==> src/rtl/apb_arbiter_2to1_pkg.sv <==
// Shared types and constants for the two-master APB arbiter.
// State encoding, master index width and default access timeout.
package apb_arbiter_2to1_pkg;

    typedef enum logic [1:0] {
        ST_IDLE   = 2'd0,
        ST_SETUP  = 2'd1,
        ST_ACCESS = 2'd2
    } arb_state_e;

    localparam int W_MIDX             = 1;
    localparam int TIMEOUT_CYCLES_DEF = 255;

endpackage

==> src/rtl/apb_arbiter_2to1_timeout.sv <==
// Downstream access-phase watchdog: counts stalled ACCESS cycles and
// flags expiry once the count reaches TIMEOUT_CYCLES.
module apb_arb_timeout
    import apb_arbiter_2to1_pkg::*;
#(
    parameter int TIMEOUT_CYCLES = TIMEOUT_CYCLES_DEF
) (
    input  logic clk,
    input  logic rst_n,
    input  logic clear,
    input  logic active,
    input  logic pready,
    output logic expired
);

    localparam int W_CNT = $clog2(TIMEOUT_CYCLES + 1);

    logic [W_CNT-1:0] cnt_q;
    logic [W_CNT-1:0] cnt_d;

    assign expired = active & (cnt_q == W_CNT'(TIMEOUT_CYCLES));

    always_comb begin
        cnt_d = cnt_q;
        if (clear) begin
            cnt_d = '0;
        end else if (active && !pready && !expired) begin
            cnt_d = cnt_q + W_CNT'(1);
        end
    end

    always_ff @(posedge clk or negedge rst_n) begin
        if (!rst_n) begin
            cnt_q <= '0;
        end else begin
            cnt_q <= cnt_d;
        end
    end

endmodule

==> src/rtl/apb_arbiter_2to1.sv <==
// Round-robin 2:1 APB arbiter re-issuing the granted transfer downstream.
// Optional access watchdog enabled by defining APB_ARB_TIMEOUT_EN.
module apb_arbiter_2to1
    import apb_arbiter_2to1_pkg::*;
#(
    parameter int W_PADDR        = 16,
    parameter int W_DATA         = 32,
    parameter int TIMEOUT_CYCLES = TIMEOUT_CYCLES_DEF
) (
    input  logic               clk,
    input  logic               rst_n,
    input  logic               apbs0_psel,
    input  logic               apbs0_penable,
    input  logic               apbs0_pwrite,
    input  logic [W_PADDR-1:0] apbs0_paddr,
    input  logic [W_DATA-1:0]  apbs0_pwdata,
    output logic               apbs0_pready,
    output logic               apbs0_pslverr,
    output logic [W_DATA-1:0]  apbs0_prdata,
    input  logic               apbs1_psel,
    input  logic               apbs1_penable,
    input  logic               apbs1_pwrite,
    input  logic [W_PADDR-1:0] apbs1_paddr,
    input  logic [W_DATA-1:0]  apbs1_pwdata,
    output logic               apbs1_pready,
    output logic               apbs1_pslverr,
    output logic [W_DATA-1:0]  apbs1_prdata,
    output logic               apbm_psel,
    output logic               apbm_penable,
    output logic               apbm_pwrite,
    output logic [W_PADDR-1:0] apbm_paddr,
    output logic [W_DATA-1:0]  apbm_pwdata,
    input  logic               apbm_pready,
    input  logic               apbm_pslverr,
    input  logic [W_DATA-1:0]  apbm_prdata
);

    arb_state_e         state_q, state_d;
    logic [W_MIDX-1:0]  gnt_q, gnt_d;
    logic [W_MIDX-1:0]  last_q, last_d;
    logic [W_PADDR-1:0] paddr_q, paddr_d;
    logic               pwrite_q, pwrite_d;
    logic [W_DATA-1:0]  pwdata_q, pwdata_d;

    logic [1:0]         req;
    logic [W_MIDX-1:0]  peer;
    logic [W_MIDX-1:0]  load_idx;
    logic               load;
    logic               in_access;
    logic               expired;
    logic               ack;
    logic               err;
    logic               done;
    logic               sel0;
    logic               sel1;

    // penable is irrelevant: a master counts as requesting on psel alone
    logic unused_penable;
    assign unused_penable = apbs0_penable ^ apbs1_penable;

    assign req       = {apbs1_psel, apbs0_psel};
    assign peer      = ~gnt_q;
    assign in_access = (state_q == ST_ACCESS);
    assign ack       = apbm_pready | expired;
    assign err       = apbm_pready ? apbm_pslverr : expired;
    assign done      = in_access & ack;

`ifdef APB_ARB_TIMEOUT_EN
    apb_arb_timeout #(
        .TIMEOUT_CYCLES(TIMEOUT_CYCLES)
    ) u_timeout (
        .clk     (clk),
        .rst_n   (rst_n),
        .clear   (state_q == ST_SETUP),
        .active  (in_access),
        .pready  (apbm_pready),
        .expired (expired)
    );
`else
    logic unused_timeout;
    assign unused_timeout = ^TIMEOUT_CYCLES;
    assign expired        = 1'b0;
`endif

    always_comb begin
        state_d  = state_q;
        gnt_d    = gnt_q;
        last_d   = last_q;
        paddr_d  = paddr_q;
        pwrite_d = pwrite_q;
        pwdata_d = pwdata_q;
        load     = 1'b0;
        load_idx = gnt_q;
        unique case (state_q)
            ST_IDLE: begin
                if (|req) begin
                    load     = 1'b1;
                    load_idx = (&req) ? ~last_q : W_MIDX'(req[1]);
                    state_d  = ST_SETUP;
                end
            end
            ST_SETUP: begin
                state_d = ST_ACCESS;
            end
            ST_ACCESS: begin
                // the completing master's own psel is deliberately not looked at
                if (done) begin
                    last_d = gnt_q;
                    if (req[peer]) begin
                        load     = 1'b1;
                        load_idx = peer;
                        state_d  = ST_SETUP;
                    end else begin
                        state_d = ST_IDLE;
                    end
                end
            end
            default: begin
                state_d = ST_IDLE;
            end
        endcase
        if (load) begin
            gnt_d = load_idx;
            if (load_idx != '0) begin
                paddr_d  = apbs1_paddr;
                pwrite_d = apbs1_pwrite;
                pwdata_d = apbs1_pwdata;
            end else begin
                paddr_d  = apbs0_paddr;
                pwrite_d = apbs0_pwrite;
                pwdata_d = apbs0_pwdata;
            end
        end
    end

    always_ff @(posedge clk or negedge rst_n) begin
        if (!rst_n) begin
            state_q  <= ST_IDLE;
            gnt_q    <= '0;
            last_q   <= W_MIDX'(1);
            paddr_q  <= '0;
            pwrite_q <= 1'b0;
            pwdata_q <= '0;
        end else begin
            state_q  <= state_d;
            gnt_q    <= gnt_d;
            last_q   <= last_d;
            paddr_q  <= paddr_d;
            pwrite_q <= pwrite_d;
            pwdata_q <= pwdata_d;
        end
    end

    assign apbm_psel    = (state_q != ST_IDLE);
    assign apbm_penable = in_access;
    assign apbm_paddr   = paddr_q;
    assign apbm_pwrite  = pwrite_q;
    assign apbm_pwdata  = pwdata_q;

    assign sel0 = in_access & (gnt_q == '0);
    assign sel1 = in_access & (gnt_q != '0);

    assign apbs0_pready  = sel0 & ack;
    assign apbs0_pslverr = sel0 & err;
    assign apbs1_pready  = sel1 & ack;
    assign apbs1_pslverr = sel1 & err;
    assign apbs0_prdata  = apbm_prdata;
    assign apbs1_prdata  = apbm_prdata;

endmodule

==> config.mk <==
export PLATFORM = sky130hd
export DESIGN_NAME = apb_arbiter_2to1
export DESIGN_NICKNAME = d
export VERILOG_FILES = /design/src/rtl/apb_arbiter_2to1_pkg.sv /design/src/rtl/apb_arbiter_2to1_timeout.sv /design/src/rtl/apb_arbiter_2to1.sv
export SDC_FILE = /design/constraint.sdc
export NUM_CORES = 1
export LEC_CHECK = 0
export BUFFER_PORTS_ARGS = -buffer_cell sky130_fd_sc_hd__clkbuf_2
export CORE_ASPECT_RATIO = 0.6
export CORE_MARGIN = 2
export CORE_UTILIZATION = 40
export CTS_CLUSTER_SIZE = 16
export DETAILED_ROUTE_END_ITERATION = 8
export PLACE_DENSITY = 0.86
export SLEW_MARGIN = 20
export SYNTH_ARGS = -nofsm -noshare
export SYNTH_HDL_FRONTEND = slang
export SYNTH_SLANG_ARGS = --single-unit
==> constraint.sdc <==
create_clock -name clk -period 2 [get_ports clk]
set_input_delay 0.3 -clock clk [delete_from_list [all_inputs] [get_ports clk]]
set_output_delay 0.3 -clock clk [all_outputs]
set_load 0.02 [all_outputs]
==> summary.md, run 1 <==
| Metric | Value |
|---|---|
| Crit path DAT | around 2.1 ns |
| WL final | ~11 mm |
| Measured slew at the worst slew-check pin | 0.472 ns |
| Critical path launch point type | flip-flop |
| Initial antenna violation count | 0 |
| Nets | 602 |
| Met3 WL | 1.20 mm |
| Num ports | about 260 |
| Fillers | 822 |
| Worst setup EP type | flip-flop |
| Row count | 26 |
| Worst path required time | 2.19 ns |
| Pleak | 0.00186 uW |
| DRT antenna net count | 0 |
| Post-Synth Adder-Cell Area | 0% |
| Gr usage total | 22.4% |
| Num CTS Buffers | 5 |
| Die area | about 9400 um^2 |
| CTS tree | built |
| Number of remaining DRC errors | 0 |
| Initial Util | 40.9% |
| Peak supply drop | 620 uV |
| Number of global-route vias before repair | 3328 |
| Width of the die | around 120 um |
| H-tree levels | 2 |
| Die Ht | between 70 and 80 um |
| Fmax | 0.533 GHz |
| Worst Setup SP | last_q |
| M1 wire length | 4.45 mm |
| Post-Syn Area per Cell | slightly below 9 um^2 |
| Hold Fails Final Rpt | 0 |
| Final Skew | 0.00584 ns |
| Synth Cell Area | 3460 um^2 |
| DR vias | approximately 3400 |
| Placeable Area | 8460 um^2 |
| Pwr dens | 1750 nW/um^2 |
| Area grow syn2layout | 18.4% |
| Hpwl dp | 7.20 mm |
| N_diodes | 0 |
| Crit Reg-Reg Startpoint | last_q |
| Xor-xnor portion of the synthesized cell area | 0% |
| Crit-path max FO | 20 |
| Slew HR | 68.5% |
| Post-synth net total | 526 |
| Post-synthesis simple-gate area fraction | 18.9% |
| Cell variety after synth | 32 |
| WL met2 | 4.98 mm |
| Fin. max-slew vios | 0 |
| Synth Register Bits | 53 |
| Largest net degree at the start of global routing | 40 |
| Grt ovf | 0 |
| Setup violators final | 0 |
| Yosys warning count | 0 |
| Ratio of cells with drive above 1 in the final layout | 44.3% |
| Cell count after synthesis | 388 |
| Num Clock Sinks | 53 |
| 1st-pass router iterations | 4 |
| Hold Path Origin | apbs0_paddr[4] |
| Final worst path period share | 93.8% |
| DR top layer | met4 |
| Post-route minimum period | between 1.5 and 2 ns |
| Fin util | 48.5% |
| Synth Area in Compound Gates | between 20% and 30% |
| Sequential cell area fraction in the yosys report | 38.3% |
| Gpl congestion | 0.769 |
| Unrepaired setup endpoints after global routing | no |
| Post-route cell area | 4100 um^2 |
| Initial drt markers | between 200 and 250 |
| Port bufs | 158 |
| Root buffer cell | clkbuf_16 |
| Mux share of post-synthesis cell area | 0.325% |
| Setup tns final | 0 ns |
| Worst-Skew Late Latency | a little under 0.3 ns |
| First-pass GRT wire length | 16.6 mm |
| Status | completed |
| Max Cap Viol | 0 |
| Postcts setup bufs | 0 |
| Clk buf depth | 2 |
| DR vias/cell | 5.94 |
| Critical path class | flip-flop to flip-flop |
| Reg clk slew, reported paths | 0.07 ns |
| Main combinational cell family by area after synthesis | compound AO/OA/AOI/OAI gates |
| Post-Place Cell Area | 3940 um^2 |
| Hold crit path type | input port to flip-flop |
| Routed length per instance | 18.5 um |
## layer usage
layer | vias to the layer above | track usage (%)
met1 | 1626 | 28.4
li1 | 1573 | -
met2 | 216 | 35.8
met3 | 11 | 8.61
met4 | 0 | 5.28
met5 | - | 0
## synth_stat cells (all sizes together)
master / instances / area (um^2)
a211o: 1 / 8.76
a211oi: 2 / 25.0
a21o: 1 / 7.51
a21oi: 1 / 8.76
a31oi: 49 / 307
and2: 2 / 12.5
buf: 87 / 617
clkbuf: 26 / 97.6
dfrtp: 52 / 1300
dfstp: 1 / 26.3
inv: 2 / 7.50
mux2: 1 / 11.3
nand2: 2 / 7.51
nand2b: 2 / 20.0
nand3: 1 / 5.00
nand4: 49 / 307
nor2: 1 / 3.75
nor2b: 3 / 21.3
nor3: 51 / 260
o31a: 1 / 8.76
o31ai: 50 / 380
or2: 2 / 12.5
or3: 1 / 6.26
## registers in the layout, summed over array words and instances (netlist names), named ones only
signal / count
apbm_paddr: 16
apbm_pwdata: 32
apbm_pwrite: 1
last_q: 1
state_q: 2
## per-stage QoR
step / cells / total power [uW] / worst slack, ns / hold slack (ns)
floorplan: 388 / 5060 / 0.111 / 0.00441
global placement: 568 / 6180 / 0.232 / 0.288
detailed placement: 568 / 6330 / 0.144 / 0.275
CTS: 577 / 7190 / 0.0290 / 0.249
global route: 577 / 7720 / 0.0139 / 0.251
finish: 577 / 7180 / 0.123 / 0.259
## critical path, stage by stage, from the launching register on
cell,delay (ns)
dfstp_2,0.53
nor2b_1,0.28
a211o_2,0.30
buf_4,0.30
nand4_1,0.14
a31oi_1,0.22
## report_power, final
group          internal [uW]  switching, uW
combinational           1560           2790
clock                    461            373
sequential              1650            345
## path summary, 6_finish.rpt
check                                       end  slack, ns  depth (start not counted)
worst max-delay path            apbm_pwdata[20]       0.12                          5
worst min-delay path              apbm_paddr[4]       0.26                          3
worst max register to register  apbm_pwdata[20]       0.12                          5
worst min register to register           last_q       0.51                          1
max in group asynchronous                last_q       0.89                          3
min in group asynchronous       apbm_pwdata[19]       0.50                          2
## final cells by class
type	instances	area (um^2)	share of cell area, %
sequential	53	1330	32.4
clock buffer	6	129	3.14
inverter	2	7.51	0.183
multi-input combinational	220	1460	35.6
clock inverter	2	10.0	0.244
timing repair buffer	182	1020	25.0
tap	112	140	3.42
## placed cells by master, fill, tap and decap left out
master,Yosys,routed
nand2_1,2,2
nand4_1,49,49
a211oi_4,0,2
dfstp_2,1,1
o31ai_1,49,49
clkbuf_1,26,1
nand2b_4,1,1
clkbuf_2,0,158
nor2b_1,2,2
nand3_1,1,1
nor2_2,0,1
a21oi_4,0,1
nor3_1,50,49
nor2b_2,1,1
dlygate4sd3_1,0,1
mux2_2,1,1
or3_2,0,1
inv_2,1,1
or2_2,1,2
nand2b_1,1,1
a31oi_1,49,49
dfrtp_1,52,51
buf_12,0,4
a211o_2,0,1
nor3_2,1,1
a21o_1,1,1
clkbuf_16,0,5
nor3_4,0,1
o31ai_4,0,1
dfrtp_2,0,1
clkinv_2,0,2
buf_4,67,19
inv_1,1,1
o31a_2,0,1
and2_1,2,2
## logic make-up (layout without fill, tap and decap cells)
family	after synthesis	count (layout)
flops	53	53
compound gates	105	105
mux	1	1
buf+inv	115	192
simple gates	114	114
## what timing repair did
action                                  in CTS  in global routing
hold buffers                                 1                  0
gates resized for setup                      1                  2
endpoints found under the hold margin       16                  0
endpoints found under the setup margin       1                 12
Note: power is estimated with default switching activity, not from simulation.
==> run 2: changes to the inputs <==
Settings changed: ABC_AREA set to 1, CTS_CLUSTER_SIZE 16 to unset, PLACE_DENSITY 0.86 to 0.85.
==> summary.md, run 2 <==
| Metric | Value |
|---|---|
| Top-count cell post-synth | nand2_1 |
| Max reg flops | 32 |
| N_diodes | 0 |
| WL final | 9.30 mm |
| Commonest non-fill, non-tap cells in the layout | 158 x clkbuf_2, 151 x nand2_1, 102 x inv_1 |
| Status | completed |
| Worst-Skew Late Latency | 0.28 ns |
| Post-route minimum period | ~1.8 ns |
| Initial antenna violation count | 0 |
| R2R Path End | apbm_pwdata[19] |
| Fmax | 0.545 GHz |
| Gr usage total | 19.0% |
| Crit path DAT | 2.05 ns |
| Post-Syn Area per Cell | 6.86 um^2 |
| Number of remaining DRC errors | 0 |
| Commonest cells post-synth | 154 x nand2_1, 102 x inv_1, 66 x buf_4, 52 x dfrtp_1 |
| Cell count after synthesis | 522 |
| Routed length per instance | 12.9 um |
| Hold crit path type | input port to flip-flop |
| Die area | 9740 um^2 |
| Async S/R FF share, synth | between 90% and 100% |
| Register-to-Register Path Depth | 7 |
| Measured slew at the worst slew-check pin | 0.858 ns |
| Max Cap Viol | 0 |
| Largest net degree at the start of global routing | 51 |
| Pleak | 0.00266 uW |
| Post-synth EDFFs | 0 |
| Ys flop type | dfrtp_1 |
| Ranking of synthesized cells by area | dfrtp_1 36%, nand2_1 16%, buf_4 14% |
| Reg clk slew, reported paths | 0.07 ns |
| Port bufs | between 150 and 200 |
| Synth Cell Area | between 3000 and 4000 um^2 |
| Initial Util | a little over two fifths |
| Placed Instances | 710 |
| Unrepaired setup endpoints after global routing | no |
| Initial drt markers | 164 |
| Gpl congestion | roughly 0.8 |
| 1st-pass router iterations | 4 |
| Synth Register Bits | 53 |
| Yosys warning count | 0 |
| Final worst path period share | 91.8% |
| Cell accounting for the most synthesized area | dfrtp_1 |
| Pwr dens | 1660 nW/um^2 |
| DRT antenna net count | 0 |
| Fin. max-slew vios | 0 |
| Sequential cell area fraction in the yosys report | between 30 and 40% |
| Post-synth net total | 660 |
| Ratio of cells with drive above 1 in the final layout | 31.1% |
| Width of the die | 126 um |
| Most common cell after layout, fill and taps aside | clkbuf_2 |
| Crit-path max FO | about 50 |
| Die Ht | approximately 77 um |
| First-pass GRT wire length | 15.1 mm |
| DR vias | 3385 |
| DR vias/cell | about 4.7 |
| Postcts setup bufs | 0 |
| Hpwl dp | 6.65 mm |
| Number of global-route vias before repair | 3241 |
| Area grow syn2layout | 16.4% |
| Root buffer cell | clkbuf_16 |
| CTS tree | built |
| Worst setup EP type | flip-flop |
| Num CTS Buffers | 5 |
| Placeable Area | 8590 um^2 |
| Cell variety after synth | 19 |
| Critical path class | flip-flop to flip-flop |
| Row count | 26 |
| Post-route insts no fill | slightly above 700 |
| Critical path launch point type | flip-flop |
| Hold Fails Final Rpt | 0 |
| Grt ovf | 0 |
| Area share of the largest cell type after synthesis | 36.4% |
| Num Clock Sinks | 53 |
| Final Skew | 0.00509 ns |
| Worst path required time | 2.21 ns |
| H-tree levels | 2 |
| Setup violators final | 0 |
| Crit path to | apbm_pwdata[19] |
| Fillers | 865 |
| Nets | 744 |
| Clk buf depth | 2 |
| Peak supply drop | 704 uV |
| Num ports | 257 |
| Setup tns final | 0 ns |
| Reg2reg setup slack | 0.16 ns |
| Slew HR | 42.7% |
-- run 2: critical path: stages, from the launching register on --
cell     delay [ns]
dfrtp_1        0.46
inv_2          0.10
nand2_1        0.09
o21ai_1        0.16
o21ai_4        0.08
inv_2          0.63
nand2_1        0.12
nand2_1        0.12
-- run 2: worst min-delay path by stage --
stage	startpoint	end	slack, ns	cells after the start
floorplan	rst_n	async pin	0.004	0
global placement	rst_n	apbm_pwdata[17]	0.21	1
detailed placement	rst_n	apbm_pwdata[17]	0.21	1
CTS	apbs1_pwdata[15]	apbm_pwdata[15]	0.30	5
global route	apbs1_paddr[13]	apbm_paddr[13]	0.33	5
finish	apbs1_pwdata[25]	apbm_pwdata[25]	0.31	5
-- run 2: final cells by class --
cell class	count	area [um^2]	area share, %
Timing Repair Buffer	171	916	22.0
Clock inverter	3	17.5	0.421
Inverter	105	394	9.46
Tap cell	112	140	3.36
Sequential cell	53	1330	31.9
Multi-Input combinational cell	270	1240	29.9
Clock buffer	5	125	3.00
-- run 2: cell families (layout without fill, tap and decap cells) --
family                 count (synthesis)  after routing  share of synthesized area (%)
DFF                                   53             53                           37.1
buffers and inverters                199            284                           28.7
AOI/OAI and AO/OA                      4              4                          0.664
and+or+nand+nor                      266            266                           33.6
-- run 2: per-stage QoR --
stage	util [%]	instance area (um^2)	power, uW	hold slack [ns]	worst slack [ns]
after floorplan	-	3580	4970	0.00441	0.193
after global placement	46.7	4010	6040	0.211	0.214
after detailed placement	46.7	4010	6140	0.210	0.164
after CTS	48.5	4160	6980	0.304	0.140
after global routing	48.5	4170	7510	0.329	0.00138
final	48.5	4170	6900	0.306	0.165
-- run 2: repair_timing --
action	4_1_cts	5_1_grt
endpoints found under the setup margin	0	1
hold buffers	1	0
hold endpoints to repair	9	0
gates resized for setup	0	1
-- run 2: where the power goes --
| group | leakage, uW | switching (uW) | internal, uW |
|---|---|---|---|
| sequential | 0.000642 | 327 | 1650 |
| combinational | 0.00195 | 2760 | 1350 |
| clock | 0.0000696 | 361 | 459 |
| total | 0.00266 | 3450 | 3450 |
-- run 2: metal layers --
metal,up-vias,track usage (%),wire [um]
li1,1702,-,-
met1,1475,25.1,4170
met2,204,30.1,4050
met3,4,7.47,1040
met4,0,3.08,40
met5,-,0,0
==> run 3: changes to the inputs <==
Settings changed: PLACE_DENSITY 0.85 to 0.86.
==> summary.md, run 3 (synthesis results as in run 2) <==
| Metric | Value |
|---|---|
| Status | completed |
| Setup tns final | 0 ns |
| Max Cap Viol | 0 |
| DRT antenna net count | 0 |
| Fin util | approximately half |
| Critical path launch point type | flip-flop |
| Num ports | 257 |
| Final Skew | 0.00353 ns |
| Gr busiest metal | met2 |
| Post-Place Cell Area | 4000 um^2 |
| Hold Fails Final Rpt | 0 |
| WP buf/inv | 2 |
| WL final | 8.99 mm |
| Unrepaired setup endpoints after global routing | no |
| Placeable Area | 8590 um^2 |
| CTS tree | built |
| Critical path class | flip-flop to output port |
| Met1 Use GR | about a quarter |
| Postcts setup bufs | 0 |
| First-pass GRT wire length | 14.9 mm |
| Initial drt markers | 120 |
| Max reg flops | 32 |
| Most frequent CP cell | nor2_1 |
| Power Total | 6870 uW |
| H-tree levels | 2 |
| Pleak | 0.00265 uW |
| Clock share of power | 12.0% |
| Top delay family on crit path | simple AND/OR/NAND/NOR gates |
| Worst-Skew Late Latency | 0.28 ns |
| DR vias | 3353 |
| M2 GR Usage | ~30% |
| Max incr delay on CP | roughly 0.44 ns |
| Initial antenna violation count | 0 |
| DR vias/cell | 4.66 |
| N_diodes | 0 |
| Switching pwr | 3430 uW |
| Hpwl dp | 6.62 mm |
| Num CTS Buffers | 5 |
| Ratio of cells with drive above 1 in the final layout | 30.6% |
| Fin. max-slew vios | 0 |
| Post-route cell area | 4150 um^2 |
| Die area | 9740 um^2 |
| Crit-path max FO | 5 |
| Width of the die | 126 um |
| Num Clock Sinks | 53 |
| Worst path required time | 1.70 ns |
| Commonest non-fill, non-tap cells in the layout | 158 x clkbuf_2, 152 x nand2_1, 102 x inv_1 |
| Die Ht | 77.3 um |
| Cell Chain, Critical Path | nor2_4, nand2_1, nor2_1, inv_1, nor2_1, clkbuf_2 |
| Comb power frac | between 50% and 60% |
| Row count | 26 |
| Number of remaining DRC errors | 0 |
| Area grow syn2layout | 16.0% |
| Slowest CP cell | dfrtp_1 |
| Switching part of the total power | around 50% |
| Setup violators final | 0 |
| Peak supply drop | 725 uV |
| Most common cell after layout, fill and taps aside | clkbuf_2 |
| Port bufs | 158 |
| Root buffer cell | clkbuf_16 |
| Worst setup EP type | output port |
| Gr usage total | between 10% and 20% |
| Largest net degree at the start of global routing | 51 |
| Slew HR | 66.5% |
| Post-route minimum period | 1.86 ns |
| Routed length per instance | between 10 and 15 um |
| Crit path DAT | 1.56 ns |
| Grt ovf | 0 |
| Number of global-route vias before repair | 3033 |
| Fillers | around 840 |
| Clk buf depth | 2 |
| Reg clk slew, reported paths | 0.07 ns |
| Sequential share of power | 28.7% |
| Gpl congestion | 0.745 |
| Hold crit path type | input port to flip-flop |
| Final worst path period share | between 90% and 100% |
| Initial Util | 41.7% |
| Nets | 744 |
| 1st-pass router iterations | 4 |
| GRT met3 Usage | 7.61% |
| Pwr dens | 1650 nW/um^2 |
| Measured slew at the worst slew-check pin | about 0.50 ns |
| Fmax | 0.536 GHz |
| Internal power | 3430 uW |
run 3: cell count changes in the layout (fill, tap and decap cells not counted):
cell / delta
clkbuf_1: +2
clkinv_2: -2
buf_12: -1
buf_4: +1
inv_2: -1
inv_4: +1
nand2_1: +1
nand2_2: -1
run 3: repair_timing:
| action | in CTS | in global routing |
|---|---|---|
| hold endpoints to repair | 17 | 0 |
| gates resized for setup | 0 | 2 |
| hold buffers | 1 | 0 |
| setup endpoints to repair | 0 | 7 |
run 3: final cells by class:
class / count / area (um^2) / share of cell area [%]
Timing Repair Buffer: 171 / 903 / 21.8
Tap cell: 112 / 140 / 3.38
Inverter: 105 / 397 / 9.56
Clock buffer: 7 / 133 / 3.20
Multi-Input combinational cell: 270 / 1240 / 29.9
Sequential cell: 53 / 1330 / 32.0
Clock inverter: 1 / 7.51 / 0.181
run 3: per-layer routing:
| metal | up-vias | wire (um) |
|---|---|---|
| met1 | 1460 | 4050 |
| met2 | 187 | 3870 |
| met3 | 8 | 986 |
| met4 | 0 | 86 |
| met5 | - | 0 |
| li1 | 1698 | - |
run 3: worst register-to-register path, delay by kind of cell (launching register included):
kind,cells,cell delay [ns]
AND/OR/NAND/NOR,8,0.71
buffers and inverters,2,0.37
flip-flops,1,0.46
run 3: per-stage QoR:
stage,hold WS (ns),setup WS [ns],std cells
floorplan,0.00441,0.193,522
global placement,0.292,0.231,710
detailed placement,0.289,0.171,710
CTS,0.298,0.114,719
global route,0.305,0.0309,719
finish,0.304,0.136,719
run 3: worst paths after layout:
path | from | to | slack, ns | cells past startpoint
worst max-delay path | state_q[0] | apbs1_pslverr | 0.14 | 6
worst min-delay path | apbs1_pwdata[4] | apbm_pwdata[4] | 0.30 | 5
worst max register to register | flip-flop | apbm_pwdata[27] | 0.34 | 10
worst min register to register | apbm_pwdata[30] | apbm_pwdata[30] | 0.48 | 2
max in group asynchronous | rst_n | apbm_pwdata[10] | 0.86 | 3
min in group asynchronous | rst_n | apbm_paddr[0] | 0.51 | 2
run 3: power by group through the flow:
| stage | Sequential, uW | Combinational, uW | Clock [uW] |
|---|---|---|---|
| 2_1_floorplan | 2560 | 2410 | 0 |
| 3_3_place_gp | 1980 | 4030 | 0 |
| 3_5_place_dp | 1970 | 4110 | 0 |
| 4_1_cts | 1970 | 4100 | 867 |
| 5_1_grt | 2030 | 4560 | 927 |
| 6_report | 1970 | 4070 | 824 |
